**config.mk**
```make
export PLATFORM = sky130hd
export DESIGN_NAME = mips_multicycle_ctrl
export DESIGN_NICKNAME = d
export VERILOG_FILES = /design/src/rtl/mips_multicycle_ctrl.sv
export SDC_FILE = /design/constraint.sdc
export NUM_CORES = 1
export LEC_CHECK = 0
export CORE_UTILIZATION = 49
export CTS_CLUSTER_SIZE = 16
export DETAILED_ROUTE_END_ITERATION = 10
export GPL_ROUTABILITY_DRIVEN = 0
export PLACE_DENSITY = 0.79
export SKIP_LAST_GASP = 1
export SYNTH_ARGS = -nofsm -noshare
export SYNTH_HDL_FRONTEND = slang
export SYNTH_SLANG_ARGS = --single-unit
```
**constraint.sdc**
```tcl
create_clock -name clk -period 2.6 [get_ports clk]
set_input_delay 0.52 -clock clk [delete_from_list [all_inputs] [get_ports clk]]
set_output_delay 0.52 -clock clk [all_outputs]
set_load 0.03 [all_outputs]
```
**src/rtl/mips_multicycle_ctrl.sv**
```systemverilog
// rtl/mips_multicycle_ctrl.sv - multicycle MIPS control FSM with memory handshake and traps
//
// Sequences FETCH/DECODE/execute/memory/writeback for lw, sw, R-type, beq,
// addi and j over the shared multicycle datapath. All control outputs are
// combinational from the current state and inputs. The state register,
// memory wait counter and captured opcode are the only storage.
//
// Optional feature macro: CTRL_BNE_EN (adds bne, taken on ~zero).
//
// Ports:
//   clk, reset_n         clock (rising edge), async active-low reset
//   opcode, funct        instr[31:26], instr[5:0] from the instruction register
//   zero                 ALU zero flag
//   mem_ready            memory completes the current access this cycle
//   mem_req, mem_write   memory request / store strobe
//   iord                 address select: 0 = PC, 1 = ALUOut
//   ir_write, pc_en      IR load, PC load (pc_write | branch & taken)
//   pc_src               00 = ALU result, 01 = ALUOut, 10 = jump target
//   alu_src_a/b, alu_control  ALU operand selects and operation
//   reg_write, reg_dst, mem_reg  register file write controls
//   illegal, bus_err     one-cycle trap pulses
//   state                current state encoding
module mips_multicycle_ctrl #(
  parameter int ALUCTL_W = 3,
  parameter int WAIT_MAX = 15
) (
  input  logic                clk,
  input  logic                reset_n,
  input  logic [5:0]          opcode,
  input  logic [5:0]          funct,
  input  logic                zero,
  input  logic                mem_ready,
  output logic                mem_req,
  output logic                mem_write,
  output logic                iord,
  output logic                ir_write,
  output logic                pc_en,
  output logic [1:0]          pc_src,
  output logic                alu_src_a,
  output logic [1:0]          alu_src_b,
  output logic [ALUCTL_W-1:0] alu_control,
  output logic                reg_write,
  output logic                reg_dst,
  output logic                mem_reg,
  output logic                illegal,
  output logic                bus_err,
  output logic [3:0]          state
);

  typedef enum logic [3:0] {
    S_FETCH  = 4'd0,  S_DECODE = 4'd1,  S_MEMADR = 4'd2,  S_MEMRD  = 4'd3,
    S_MEMWB  = 4'd4,  S_MEMWR  = 4'd5,  S_EXEC   = 4'd6,  S_ALUWB  = 4'd7,
    S_BRANCH = 4'd8,  S_ADDIEX = 4'd9,  S_ADDIWB = 4'd10, S_JUMP   = 4'd11
  } state_t;

  localparam logic [5:0] OP_RTYPE = 6'b000000;
  localparam logic [5:0] OP_J     = 6'b000010;
  localparam logic [5:0] OP_BEQ   = 6'b000100;
  localparam logic [5:0] OP_BNE   = 6'b000101;
  localparam logic [5:0] OP_ADDI  = 6'b001000;
  localparam logic [5:0] OP_LW    = 6'b100011;
  localparam logic [5:0] OP_SW    = 6'b101011;

  localparam logic [7:0] WAIT_LIM = 8'(WAIT_MAX);

  state_t     cur, nxt;
  logic [7:0] wait_cnt;
  logic [5:0] op_q;       // opcode captured in DECODE, used by later states
  logic       is_mem;
  logic       timeout;
  logic       pc_write;
  logic       branch;
  logic       taken;
  logic [2:0] alu_op;

  assign state   = cur;
  assign is_mem  = (cur == S_FETCH) || (cur == S_MEMRD) || (cur == S_MEMWR);
  // mem_ready on the limit cycle still completes normally
  assign timeout = is_mem && !mem_ready && (wait_cnt == WAIT_LIM);
  assign pc_en   = pc_write | (branch & taken);

  always_comb begin
    alu_control      = '0;
    alu_control[2:0] = alu_op;
  end

  always_comb begin
    nxt       = cur;
    mem_req   = 1'b0;
    mem_write = 1'b0;
    iord      = 1'b0;
    ir_write  = 1'b0;
    pc_write  = 1'b0;
    branch    = 1'b0;
    taken     = 1'b0;
    pc_src    = 2'b00;
    alu_src_a = 1'b0;
    alu_src_b = 2'b00;
    alu_op    = 3'b010;
    reg_write = 1'b0;
    reg_dst   = 1'b0;
    mem_reg   = 1'b0;
    illegal   = 1'b0;
    bus_err   = 1'b0;
    case (cur)
      S_FETCH: begin
        mem_req   = 1'b1;
        alu_src_b = 2'b01;
        if (mem_ready) begin
          ir_write = 1'b1;
          pc_write = 1'b1;
          nxt      = S_DECODE;
        end else if (timeout) begin
          bus_err = 1'b1;
          nxt     = S_FETCH;
        end
      end
      S_DECODE: begin
        alu_src_b = 2'b11;
        case (opcode)
          OP_LW, OP_SW: nxt = S_MEMADR;
          OP_RTYPE:     nxt = S_EXEC;
          OP_BEQ:       nxt = S_BRANCH;
`ifdef CTRL_BNE_EN
          OP_BNE:       nxt = S_BRANCH;
`endif
          OP_ADDI:      nxt = S_ADDIEX;
          OP_J:         nxt = S_JUMP;
          default: begin
            illegal = 1'b1;
            nxt     = S_FETCH;
          end
        endcase
      end
      S_MEMADR: begin
        alu_src_a = 1'b1;
        alu_src_b = 2'b10;
        nxt       = (op_q == OP_SW) ? S_MEMWR : S_MEMRD;
      end
      S_MEMRD, S_MEMWR: begin
        mem_req   = 1'b1;
        iord      = 1'b1;
        // a timed-out store does not assert the strobe on its final cycle
        mem_write = (cur == S_MEMWR) && !timeout;
        if (mem_ready) begin
          nxt = (cur == S_MEMRD) ? S_MEMWB : S_FETCH;
        end else if (timeout) begin
          bus_err = 1'b1;
          nxt     = S_FETCH;
        end
      end
      S_MEMWB: begin
        reg_write = 1'b1;
        mem_reg   = 1'b1;
        nxt       = S_FETCH;
      end
      S_EXEC: begin
        alu_src_a = 1'b1;
        nxt       = S_ALUWB;
        case (funct)
          6'b100000: alu_op = 3'b010;
          6'b100010: alu_op = 3'b110;
          6'b100100: alu_op = 3'b000;
          6'b100101: alu_op = 3'b001;
          6'b101010: alu_op = 3'b111;
          default: begin
            illegal = 1'b1;
            nxt     = S_FETCH;
          end
        endcase
      end
      S_ALUWB: begin
        reg_write = 1'b1;
        reg_dst   = 1'b1;
        nxt       = S_FETCH;
      end
      S_BRANCH: begin
        alu_src_a = 1'b1;
        alu_op    = 3'b110;
        pc_src    = 2'b01;
        branch    = 1'b1;
`ifdef CTRL_BNE_EN
        taken     = (op_q == OP_BNE) ? ~zero : zero;
`else
        taken     = zero;
`endif
        nxt       = S_FETCH;
      end
      S_ADDIEX: begin
        alu_src_a = 1'b1;
        alu_src_b = 2'b10;
        nxt       = S_ADDIWB;
      end
      S_ADDIWB: begin
        reg_write = 1'b1;
        nxt       = S_FETCH;
      end
      S_JUMP: begin
        pc_src   = 2'b10;
        pc_write = 1'b1;
        nxt      = S_FETCH;
      end
      default: nxt = S_FETCH;
    endcase
  end

  always_ff @(posedge clk or negedge reset_n) begin
    if (!reset_n) begin
      cur      <= S_FETCH;
      wait_cnt <= 8'd0;
      op_q     <= 6'd0;
    end else begin
      cur <= nxt;
      if (cur == S_DECODE)
        op_q <= opcode;
      // any state change (or timeout back into FETCH) starts a fresh wait
      if (timeout || (nxt != cur))
        wait_cnt <= 8'd0;
      else if (is_mem && !mem_ready)
        wait_cnt <= wait_cnt + 8'd1;
    end
  end

endmodule

```
==> impl_metrics.py, run 1 <==
metrics = {
    "finish": {
        "fin_nets": 236,
        "final_common_cell": "buf_4",
        "drive_gt1_share_pct": 27.06,
        "fillerInstances": 208,
        "antenna_cells": 0,
        "fin_util_pct": 72.62,
        "layout_common_cells": "30 x buf_4, 20 x clkdlybuf4s50_1, 15 x dfrtp_1, 12 x nand2_1",
        "areaGrowthSynthToFinish_pct": 37.06,
    },
    "die": {
        "rows": 19,
        "die_area_um2": 3284,
        "core-area_um2": 2829,
        "io_pins": 38,
        "initial_core_util_pct": 52.99,
        "die_x_um": 57.31,
        "die_h_um": 57.31,
    },
    "power": {
        "power_density_nw_per_um2": 795.5,
        "leakage_uw": 0.0009612,
        "ir_drop_mv": 0.5419,
    },
    "sta": {
        "tightest_slew_ns": 0.7838,
        "rsz0062_at_grt": "true",
        "setup_viol": 0,
        "skew_ns": 0.003637,
        "slew_headroom_pct": 47.58,
        "finalHoldViolCount": 0,
        "period_share_pct": 98.60,
        "final.min_clock_period_ns": 2.564,
        "fmax_mhz": 390.1,
        "drv_slew": 0,
        "setup_tns_ns": 0,
    },
    "global_routing": {
        "grt_usage_pct": 26.75,
        "antenna_found_initial": 0,
        "grt_pass1_wl_mm": 6.768,
        "grt_max_degree": 19,
        "overflow": 0,
        "grt_pass1_vias": 1502,
    },
    "worst_setup_path": {
        "cp_top_family": "buffers and inverters",
        "crit_fanout": 2,
        "rr_worst_depth": 7,
        "crit_slowest_cell": "clkdlybuf4s50_1",
        "cp_num_buf_inv": 2,
        "crit_type": "input pin to output port",
        "rr_endpoint": "wait_cnt[4]",
        "cp-start-kind": "input pin",
        "r2r-start": "state[0]",
        "rrSetupSlack_ns": 0.37,
        "cp.required_ns": 2.08,
        "slowest_delay_ns": 0.43,
        "arrival_ns": 2.04,
        "setup.worst_path.end_class": "output port",
        "cp_cell_sequence": "clkdlybuf4s50_1 -> maj3_1 -> o32a_1 -> o21ai_0 -> a21oi_1 -> clkbuf_2",
    },
    "clocking": {
        "htree_levels": 1,
        "cts.sinks": 18,
        "cts_made_buffers": 3,
        "cts_tree": "yes",
        "clk_latency_ns": 0.30,
        "clockBufferDepth": 2,
        "cts.clk_slew.worst_paths_ns": 0.10,
        "cts_root_buffer": "clkbuf_4",
        "post-cts-setup-buffer-count": 0,
    },
    "min_path": {
        "hold_class": "flop to flop",
        "hold_path_end": "op_q[5]",
        "hold_start": "op_q[5]",
        "hold_depth": 1,
    },
    "routing": {
        "drtIter0Drc": 61,
        "drt_first_pass_iters": 4,
        "drc": 0,
        "drt-vias-per-instance": 5.988,
        "totalWireLength_mm": 3.999,
        "vias": 1491,
        "wl_per_cell_um": 16.06,
        "drtAntennaViolNets": 0,
    },
    "placement": {
        "dp_hpwl_mm": 3.091,
        "io_buffers": 37,
    },
    "synth": {
        "yosys_warnings": 0,
        "synth_edf_count": 0,
        "syn-instance-count": 165,
        "synth_simple_gate_area_share_pct": 35.48,
        "synth-seq-cells": 18,
        "synth.area.mux_share_pct": 5.175,
        "synthArstFlopShare_pct": 100.0,
        "yosysUniqueCellTypes": 57,
        "avgSynthCellArea_um2": 9.084,
        "synth_compound_area_share_pct": 16.69,
        "syn-num-nets": 182,
        "synth_top_family_by_area": "simple AND/OR/NAND/NOR gates",
        "synth_area_um2": 1499,
        "yosysSeqAreaShare_pct": 30.05,
        "synth_xor_area_share_pct": 6.344,
        "synth_ff_type": "dfrtp_1",
        "synth-adder-area-share_pct": 1.503,
    },
    "status": {
        "status": "finished clean",
    },
    "job": {
        "maxCapViolCount": 0,
    },
}
## worst max path at each step
stage          slack, ns  endpoint  cells after the start       from
6_report            0.04   illegal                      6  opcode[2]
5_1_grt            -0.07   illegal                      6  opcode[2]
4_1_cts            -0.16   illegal                      6  opcode[2]
3_5_place_dp       -0.40   illegal                      6  opcode[2]
3_3_place_gp       -0.35   illegal                      6  opcode[2]
2_1_floorplan      0.002     pc_en                      4   state[1]
## final cells by class
cell class	count	area, um^2	area share, %
clock buffers	4	36.28	1.766
inverters	4	15.01	0.7308
multi-input cells	132	982.2	47.81
flip-flops and latches	18	454.2	22.11
well taps	31	38.79	1.888
repair buffers	60	528.0	25.70
## report_power, final
| part | switching (uW) | internal, uW |
|---|---|---|
| logic | 555 | 466 |
| registers | 85.9 | 356 |
| clock network | 86.8 | 85.4 |
| total | 727 | 907 |
## logic make-up after synthesis
logic type,after synthesis
AND/OR/NAND/NOR,83
AO/OA/AOI/OAI,30
flip-flops,18
buffers and inverters,15
XOR/XNOR,10
multiplexers,7
adder cells (fa/ha/maj),2
## flip-flops by register name (all words and copies together), names as in the netlist
name	flops
state	4
wait_cnt	8
op_q	6
## routing by layer
layer / global-route usage [%] / wire [um] / vias up
met5: 0 / 0 / -
met4: 8.362 / 67 / 0
met3: 4.989 / 207 / 11
met2: 45.71 / 2025 / 49
met1: 34.40 / 1699 / 707
li1: - / - / 724
## synthesized netlist by cell type (all sizes together), types with 2 or more instances
master / number / area (um^2)
a31oi: 2 / 12.51
clkbuf: 4 / 15.01
or3: 2 / 12.51
o211a: 2 / 20.02
o32a: 3 / 30.03
inv: 4 / 15.01
mux2: 6 / 67.56
nor4: 5 / 37.53
nand3: 11 / 60.06
xor2: 3 / 33.79
nor2b: 6 / 37.54
a21oi: 6 / 30.03
nor4bb: 2 / 20.02
nor3: 10 / 50.05
xnor2: 7 / 61.31
buf: 7 / 41.29
o31ai: 3 / 22.52
nor4b: 6 / 88.84
a2111oi: 2 / 30.03
nand2: 13 / 51.30
dfrtp: 18 / 450.4
and3b: 2 / 17.52
nor3b: 2 / 15.01
o21ai: 4 / 20.02
nand2b: 4 / 25.02
nor2: 10 / 37.54
## stage by stage
stage | power (uW) | hold WS [ns] | cells | instance area, um^2 | setup WS, ns
after floorplan | 1109 | 0.2244 | 165 | 1504 | 0.001913
final | 1634 | 0.5141 | 249 | 2054 | 0.03641
after CTS | 1636 | 0.5204 | 249 | 2044 | -0.1631
after global routing | 1732 | 0.5337 | 249 | 2054 | -0.06722
after global placement | 1442 | 0.4878 | 245 | 2012 | -0.3506
after detailed placement | 1476 | 0.4962 | 245 | 2012 | -0.3986
## what timing repair did
item                       4_1_cts  5_1_grt
pin swaps                        0        0
gates cloned                     0        0
setup endpoints to repair       10        6
resized for setup                7        8
hold buffers                     0        0
(Power assumes the default switching activity.)
==> inputs of run 2 (changes only) <==
Settings changed: CAP_MARGIN set to 20.
==> results of run 2 <==
Final layout, timing and power as in run 1 (identical DEF).
